File: config.mk
export PLATFORM = sky130hd
export DESIGN_NAME = axil_master_seq
export DESIGN_NICKNAME = d
export VERILOG_FILES = /design/src/rtl/axil_master_seq_pkg.sv /design/src/rtl/axil_master_seq.sv
export SDC_FILE = /design/constraint.sdc
export NUM_CORES = 1
export LEC_CHECK = 0
export ABC_AREA = 1
export CAP_MARGIN = 20
export CORE_ASPECT_RATIO = 1.25
export CORE_UTILIZATION = 43
export DETAILED_ROUTE_END_ITERATION = 7
export PLACE_DENSITY = 0.86
export SLEW_MARGIN = 30
export SYNTH_ARGS = -nofsm -noshare
export SYNTH_HDL_FRONTEND = slang
export SYNTH_SLANG_ARGS = --single-unit
File: constraint.sdc
create_clock -name ACLK -period 6.7 [get_ports ACLK]
set_clock_uncertainty 0.05 [all_clocks]
set_input_delay 1.34 -clock ACLK [delete_from_list [all_inputs] [get_ports ACLK]]
set_output_delay 1.34 -clock ACLK [all_outputs]
set_load 0.02 [all_outputs]
File: src/rtl/axil_master_seq_pkg.sv
// Shared definitions for the AXI4-Lite master sequencer: response codes,
// AxPROT bit positions and the sequencer state encoding.
package axil_master_seq_pkg;

  // AXI xRESP codes
  localparam logic [1:0] RESP_OKAY   = 2'd0;
  localparam logic [1:0] RESP_EXOKAY = 2'd1;
  localparam logic [1:0] RESP_SLVERR = 2'd2;
  localparam logic [1:0] RESP_DECERR = 2'd3;

  // AxPROT bit positions: {instr, nonsecure, privileged}
  localparam int unsigned PROT_PRIV   = 0;
  localparam int unsigned PROT_NONSEC = 1;
  localparam int unsigned PROT_INSTR  = 2;

  // Sequencer states; encodings 6 and 7 are unused and recover to idle
  typedef enum logic [2:0] {
    ST_IDLE    = 3'd0,
    ST_WR_AW_W = 3'd1,
    ST_WR_B    = 3'd2,
    ST_RD_AR   = 3'd3,
    ST_RD_R    = 3'd4,
    ST_RESP    = 3'd5
  } state_t;

endpackage

File: src/rtl/axil_master_seq.sv
// Single-outstanding AXI4-Lite master sequencer. One command is accepted in
// idle, driven onto the AW/W or AR channel, and its B or R result is returned
// on the response port. DATA_W must be 32 or 64.
module axil_master_seq
  import axil_master_seq_pkg::*;
#(
  parameter  int unsigned ADDR_W = 32,
  parameter  int unsigned DATA_W = 32,
  localparam int unsigned STRB_W = DATA_W / 8
) (
  input  logic              ACLK,
  input  logic              ARESET,
  // command port
  input  logic              cmd_valid,
  output logic              cmd_ready,
  input  logic              cmd_write,
  input  logic [ADDR_W-1:0] cmd_addr,
  input  logic [2:0]        cmd_prot,
  input  logic [DATA_W-1:0] cmd_wdata,
  input  logic [STRB_W-1:0] cmd_wstrb,
  // response port
  output logic              rsp_valid,
  input  logic              rsp_ready,
  output logic [DATA_W-1:0] rsp_rdata,
  output logic [1:0]        rsp_resp,
  // AW channel
  output logic              AWVALID,
  input  logic              AWREADY,
  output logic [ADDR_W-1:0] AWADDR,
  output logic [2:0]        AWPROT,
  // W channel
  output logic              WVALID,
  input  logic              WREADY,
  output logic [DATA_W-1:0] WDATA,
  output logic [STRB_W-1:0] WSTRB,
  // B channel
  input  logic              BVALID,
  output logic              BREADY,
  input  logic [1:0]        BRESP,
  // AR channel
  output logic              ARVALID,
  input  logic              ARREADY,
  output logic [ADDR_W-1:0] ARADDR,
  output logic [2:0]        ARPROT,
  // R channel
  input  logic              RVALID,
  output logic              RREADY,
  input  logic [DATA_W-1:0] RDATA,
  input  logic [1:0]        RRESP
);

  state_t              state;
  logic [ADDR_W-1:0]   addr_q;
  logic [2:0]          prot_q;
  logic [DATA_W-1:0]   wdata_q;
  logic [STRB_W-1:0]   wstrb_q;
  logic [DATA_W-1:0]   rdata_q;
  logic [1:0]          resp_q;
  logic                awvalid_q;
  logic                wvalid_q;
  logic                bready_q;
  logic                arvalid_q;
  logic                rready_q;
  logic                rsp_valid_q;
  logic                aw_done;
  logic                w_done;

  // Command port is open only while idle
  always_comb begin
    cmd_ready = (state == ST_IDLE);
  end

  // Channel payloads come straight from the captured command
  assign AWADDR    = addr_q;
  assign AWPROT    = prot_q;
  assign ARADDR    = addr_q;
  assign ARPROT    = prot_q;
  assign WDATA     = wdata_q;
  assign WSTRB     = wstrb_q;
  assign AWVALID   = awvalid_q;
  assign WVALID    = wvalid_q;
  assign BREADY    = bready_q;
  assign ARVALID   = arvalid_q;
  assign RREADY    = rready_q;
  assign rsp_valid = rsp_valid_q;
  assign rsp_rdata = rdata_q;
  assign rsp_resp  = resp_q;

  // Sequencer FSM; every handshake output is a register
  always_ff @(posedge ACLK or posedge ARESET) begin
    if (ARESET) begin
      state       <= ST_IDLE;
      addr_q      <= '0;
      prot_q      <= '0;
      wdata_q     <= '0;
      wstrb_q     <= '0;
      rdata_q     <= '0;
      resp_q      <= RESP_OKAY;
      awvalid_q   <= 1'b0;
      wvalid_q    <= 1'b0;
      bready_q    <= 1'b0;
      arvalid_q   <= 1'b0;
      rready_q    <= 1'b0;
      rsp_valid_q <= 1'b0;
      aw_done     <= 1'b0;
      w_done      <= 1'b0;
    end else begin
      case (state)
        ST_IDLE: begin
          if (cmd_valid) begin
            addr_q  <= cmd_addr;
            prot_q  <= cmd_prot;
            wdata_q <= cmd_wdata;
            wstrb_q <= cmd_wstrb;
            aw_done <= 1'b0;
            w_done  <= 1'b0;
            if (cmd_write) begin
              awvalid_q <= 1'b1;
              wvalid_q  <= 1'b1;
              state     <= ST_WR_AW_W;
            end else begin
              arvalid_q <= 1'b1;
              state     <= ST_RD_AR;
            end
          end
        end

        ST_WR_AW_W: begin
          if (awvalid_q && AWREADY) begin
            awvalid_q <= 1'b0;
            aw_done   <= 1'b1;
          end
          if (wvalid_q && WREADY) begin
            wvalid_q <= 1'b0;
            w_done   <= 1'b1;
          end
          // Either channel may finish in this cycle or have finished earlier
          if ((aw_done || (awvalid_q && AWREADY)) &&
              (w_done  || (wvalid_q  && WREADY))) begin
            bready_q <= 1'b1;
            state    <= ST_WR_B;
          end
        end

        ST_WR_B: begin
          if (BVALID && bready_q) begin
            resp_q      <= BRESP;
            rdata_q     <= '0;
            bready_q    <= 1'b0;
            rsp_valid_q <= 1'b1;
            state       <= ST_RESP;
          end
        end

        ST_RD_AR: begin
          if (arvalid_q && ARREADY) begin
            arvalid_q <= 1'b0;
            rready_q  <= 1'b1;
            state     <= ST_RD_R;
          end
        end

        ST_RD_R: begin
          if (RVALID && rready_q) begin
            rdata_q     <= RDATA;
            resp_q      <= RRESP;
            rready_q    <= 1'b0;
            rsp_valid_q <= 1'b1;
            state       <= ST_RESP;
          end
        end

        ST_RESP: begin
          if (rsp_ready) begin
            rsp_valid_q <= 1'b0;
            state       <= ST_IDLE;
          end
        end

        default: begin
          awvalid_q   <= 1'b0;
          wvalid_q    <= 1'b0;
          bready_q    <= 1'b0;
          arvalid_q   <= 1'b0;
          rready_q    <= 1'b0;
          rsp_valid_q <= 1'b0;
          state       <= ST_IDLE;
        end
      endcase
    end
  end

endmodule

==> impl_metrics.tcl <==
set metrics [dict create \
    power_mw 4.362 \
    grt_pass1_vias 4449 \
    grt_max_degree 75 \
    cp_slowest_cell "clkdlybuf4s50_1" \
    r2r_setup_slack_ns 4.01 \
    path_max_fanout 9 \
    fin_nets 948 \
    htreeDepth 4 \
    synthesis.nets 727 \
    synth_common_cells "339 x nand2_1, 116 x dfrtp_1, 44 x buf_4" \
    reg2reg_from "state[1]" \
    syn-mean-instance-area_um2 8.448 \
    post-dp-hpwl_mm 9.653 \
    cts_tree "done" \
    cts_hold_buf 0 \
    status "finished clean" \
    finalSetupViolCount 0 \
    fp.dieArea_um2 12410 \
    yosysWarnings 0 \
    worst-setup-path-type "flop to output port" \
    rows 44 \
    synth_area_leader_cell "dfrtp_1" \
    fin_crit_sh_pct 49.58 \
    yosysMostFrequentCell "nand2_1" \
    synthTopCellsByArea "dfrtp_1 56%, nand2_1 25%, buf_4 6.4%" \
    antenna_found_initial 0 \
    arrival_ns 1.93 \
    post_cts_buffers 0 \
    r2r_end "ARADDR[2]" \
    synth_flop_cell "dfrtp_1" \
    synth-edff-count 0 \
    synthCells 609 \
    antenna_cells 0 \
    postRouteAntennaNets 0 \
    grt.busiest_layer "met2" \
    die_h_um 124.3 \
    worstPathCellList "inv_2 -> nand2_2 -> nor2_4 -> clkdlybuf4s50_1" \
    crit_path_start "state[1]" \
    ff2ff_path_depth 8 \
    fin_util_pct 69.79 \
    timing_hold_violations_final 0 \
    cts_buffers 17 \
    cap_viol_max_count 0 \
    netlist_area_um2 5145 \
    startpoint_type "flop" \
    crit_path_end_kind "output port" \
    place_area_um2 7516 \
    final.fill_count 872 \
    routabilityCongestion 0.8887 \
    hold_path_class "flop to flop" \
    grt_pass1_wl_mm 21.44 \
    cp_top_family "buffers and inverters" \
    cp_num_buf_inv 2 \
    drtPass1Iterations 4 \
    cts.clk_slew.worst_paths_ns 0.06 \
    dieWidth_um 99.84 \
    fp.coreArea_um2 11620 \
    critPathCapture "cmd_ready" \
    syn2layout_area_growth_pct 57.56 \
    max_stage_delay_ns 0.63 \
    yosysSeqAreaShare_pct 56.42 \
    overflow 0 \
    globalRouteMet2Util_pct 38.17 \
    grt_usage_pct 22.21 \
    wl_per_cell_um 13.71 \
    cp.depth 4 \
    rsz0062_at_grt "false" \
    yosysTopAreaCellShare_pct 56.42 \
    met3_usage_pct 7.969 \
    synth-seq-cells 116 \
    pwr_density_cell_nw_per_um2 538.1 \
    maxSlewHeadroom_pct 36.46 \
    final_design_area_no_fill_um2 8107 \
    initial_core_util_pct 44.29 \
    clock_latency_ns 0.40 \
    peakVddDrop_v 0.0003265 \
    io_buffers 263 \
    ys_async_sr_fraction_pct 100.0 \
    worstMarginPinSlew_ns 0.9532 \
    fmax_ghz 0.3010 \
    post_cts_resized 0 \
    clock_sinks 116 \
    route.vias.total 4657 \
    clockBufferDepth 2 \
    min_period_ns 3.322 \
    required_ns 5.31 \
    post-route-drc-count 0 \
    p_leak_nw 3.847 \
    drv_slew 0 \
    cts_root_buffer "clkbuf_16" \
    met1_usage_pct 23.92 \
    synth.distinct_cells 23 \
    totalWireLength_mm 13.76 \
    viasPerCell 4.638 \
    fin_tns_setup_ns 0 \
    io_pins 264 \
    drive_gt1_share_pct 5.813 \
    drt_iter0_markers 176 \
]
## through the flow
step	cells	worst slack, ns	hold slack (ns)
floorplan	609	2.238	0.4030
global placement	972	3.050	0.4030
detailed placement	972	3.025	0.4072
CTS	1004	3.371	0.4213
global route	1004	3.248	0.4294
finish	1004	3.378	0.4170
## cell families (layout without fill, tap and decap cells)
kind of cell	Yosys count	count (layout)	share of synthesized area, %
and+or+nand+nor	366	366	27.89
DFF	116	116	56.42
AOI/OAI and AO/OA	44	44	4.596
adders and majority gates	1	1	0.2432
buffers and inverters	82	316	10.85
## metal layers
| layer | wire (um) | vias to the layer above | part of all wire (%) |
|---|---|---|---|
| met5 | 0 | - | 0 |
| met3 | 1160 | 30 | 8.4 |
| met4 | 443 | 0 | 3.2 |
| li1 | - | 2271 | - |
| met2 | 6995 | 213 | 51 |
| met1 | 5162 | 2143 | 38 |
## cells in the final DEF (no fill, tap or decap), drive strengths merged
master         instances
a21oi                  3
buf                    1
bufinv                 1
clkbuf                20
clkdlybuf4s50        263
clkinv                 2
clkinvlp               5
dfrtp                116
ha                     1
inv                   24
nand2                341
nand3                 14
nor2                  10
o21ai                 40
o22ai                  1
or2                    1
## power by group
part | internal [mW] | total, mW | switching [mW]
Clock | 0.545 | 0.881 | 0.336
Combinational | 0.976 | 2.22 | 1.24
Sequential | 1.03 | 1.27 | 0.231
Total | 2.55 | 4.36 | 1.81
## area by class of cell
class / instances / area [um2] / share of cell area [%]
clock buffer: 20 / 466.7 / 5.757
multi-input combinational: 411 / 1692 / 20.87
clock inverter: 12 / 120.1 / 1.482
inverter: 20 / 80.08 / 0.9878
sequential: 116 / 2903 / 35.81
timing repair buffer: 264 / 2644 / 32.61
tap: 161 / 201.4 / 2.485
## worst register-to-register path, delay by kind of cell, from the launching register on
family	cells	cell delay, ns
and+or+nand+nor	5	1.26
buffers and inverters	3	0.74
DFF	1	0.51
## registers in the layout, summed over array words and instances, names as in the netlist
signal	cells
state	3
RREADY	1
rsp_rdata	32
ARPROT	3
aw_done	1
ARADDR	32
AWVALID	1
ARVALID	1
WDATA	32
WVALID	1
rsp_valid	1
WSTRB	4
w_done	1
BREADY	1
rsp_resp	2
## worst min-delay path by stage
stage | from | slack [ns] | cells after the start | end
6_report | WDATA[11] | 0.42 | 2 | WDATA[11]
5_1_grt | WDATA[31] | 0.43 | 2 | WDATA[31]
4_1_cts | WDATA[11] | 0.42 | 2 | WDATA[11]
3_5_place_dp | WDATA[5] | 0.41 | 2 | WDATA[5]
3_3_place_gp | WDATA[6] | 0.40 | 2 | WDATA[6]
2_1_floorplan | w_done | 0.40 | 2 | w_done
No activity file was read; power rests on OpenSTA's default activity.
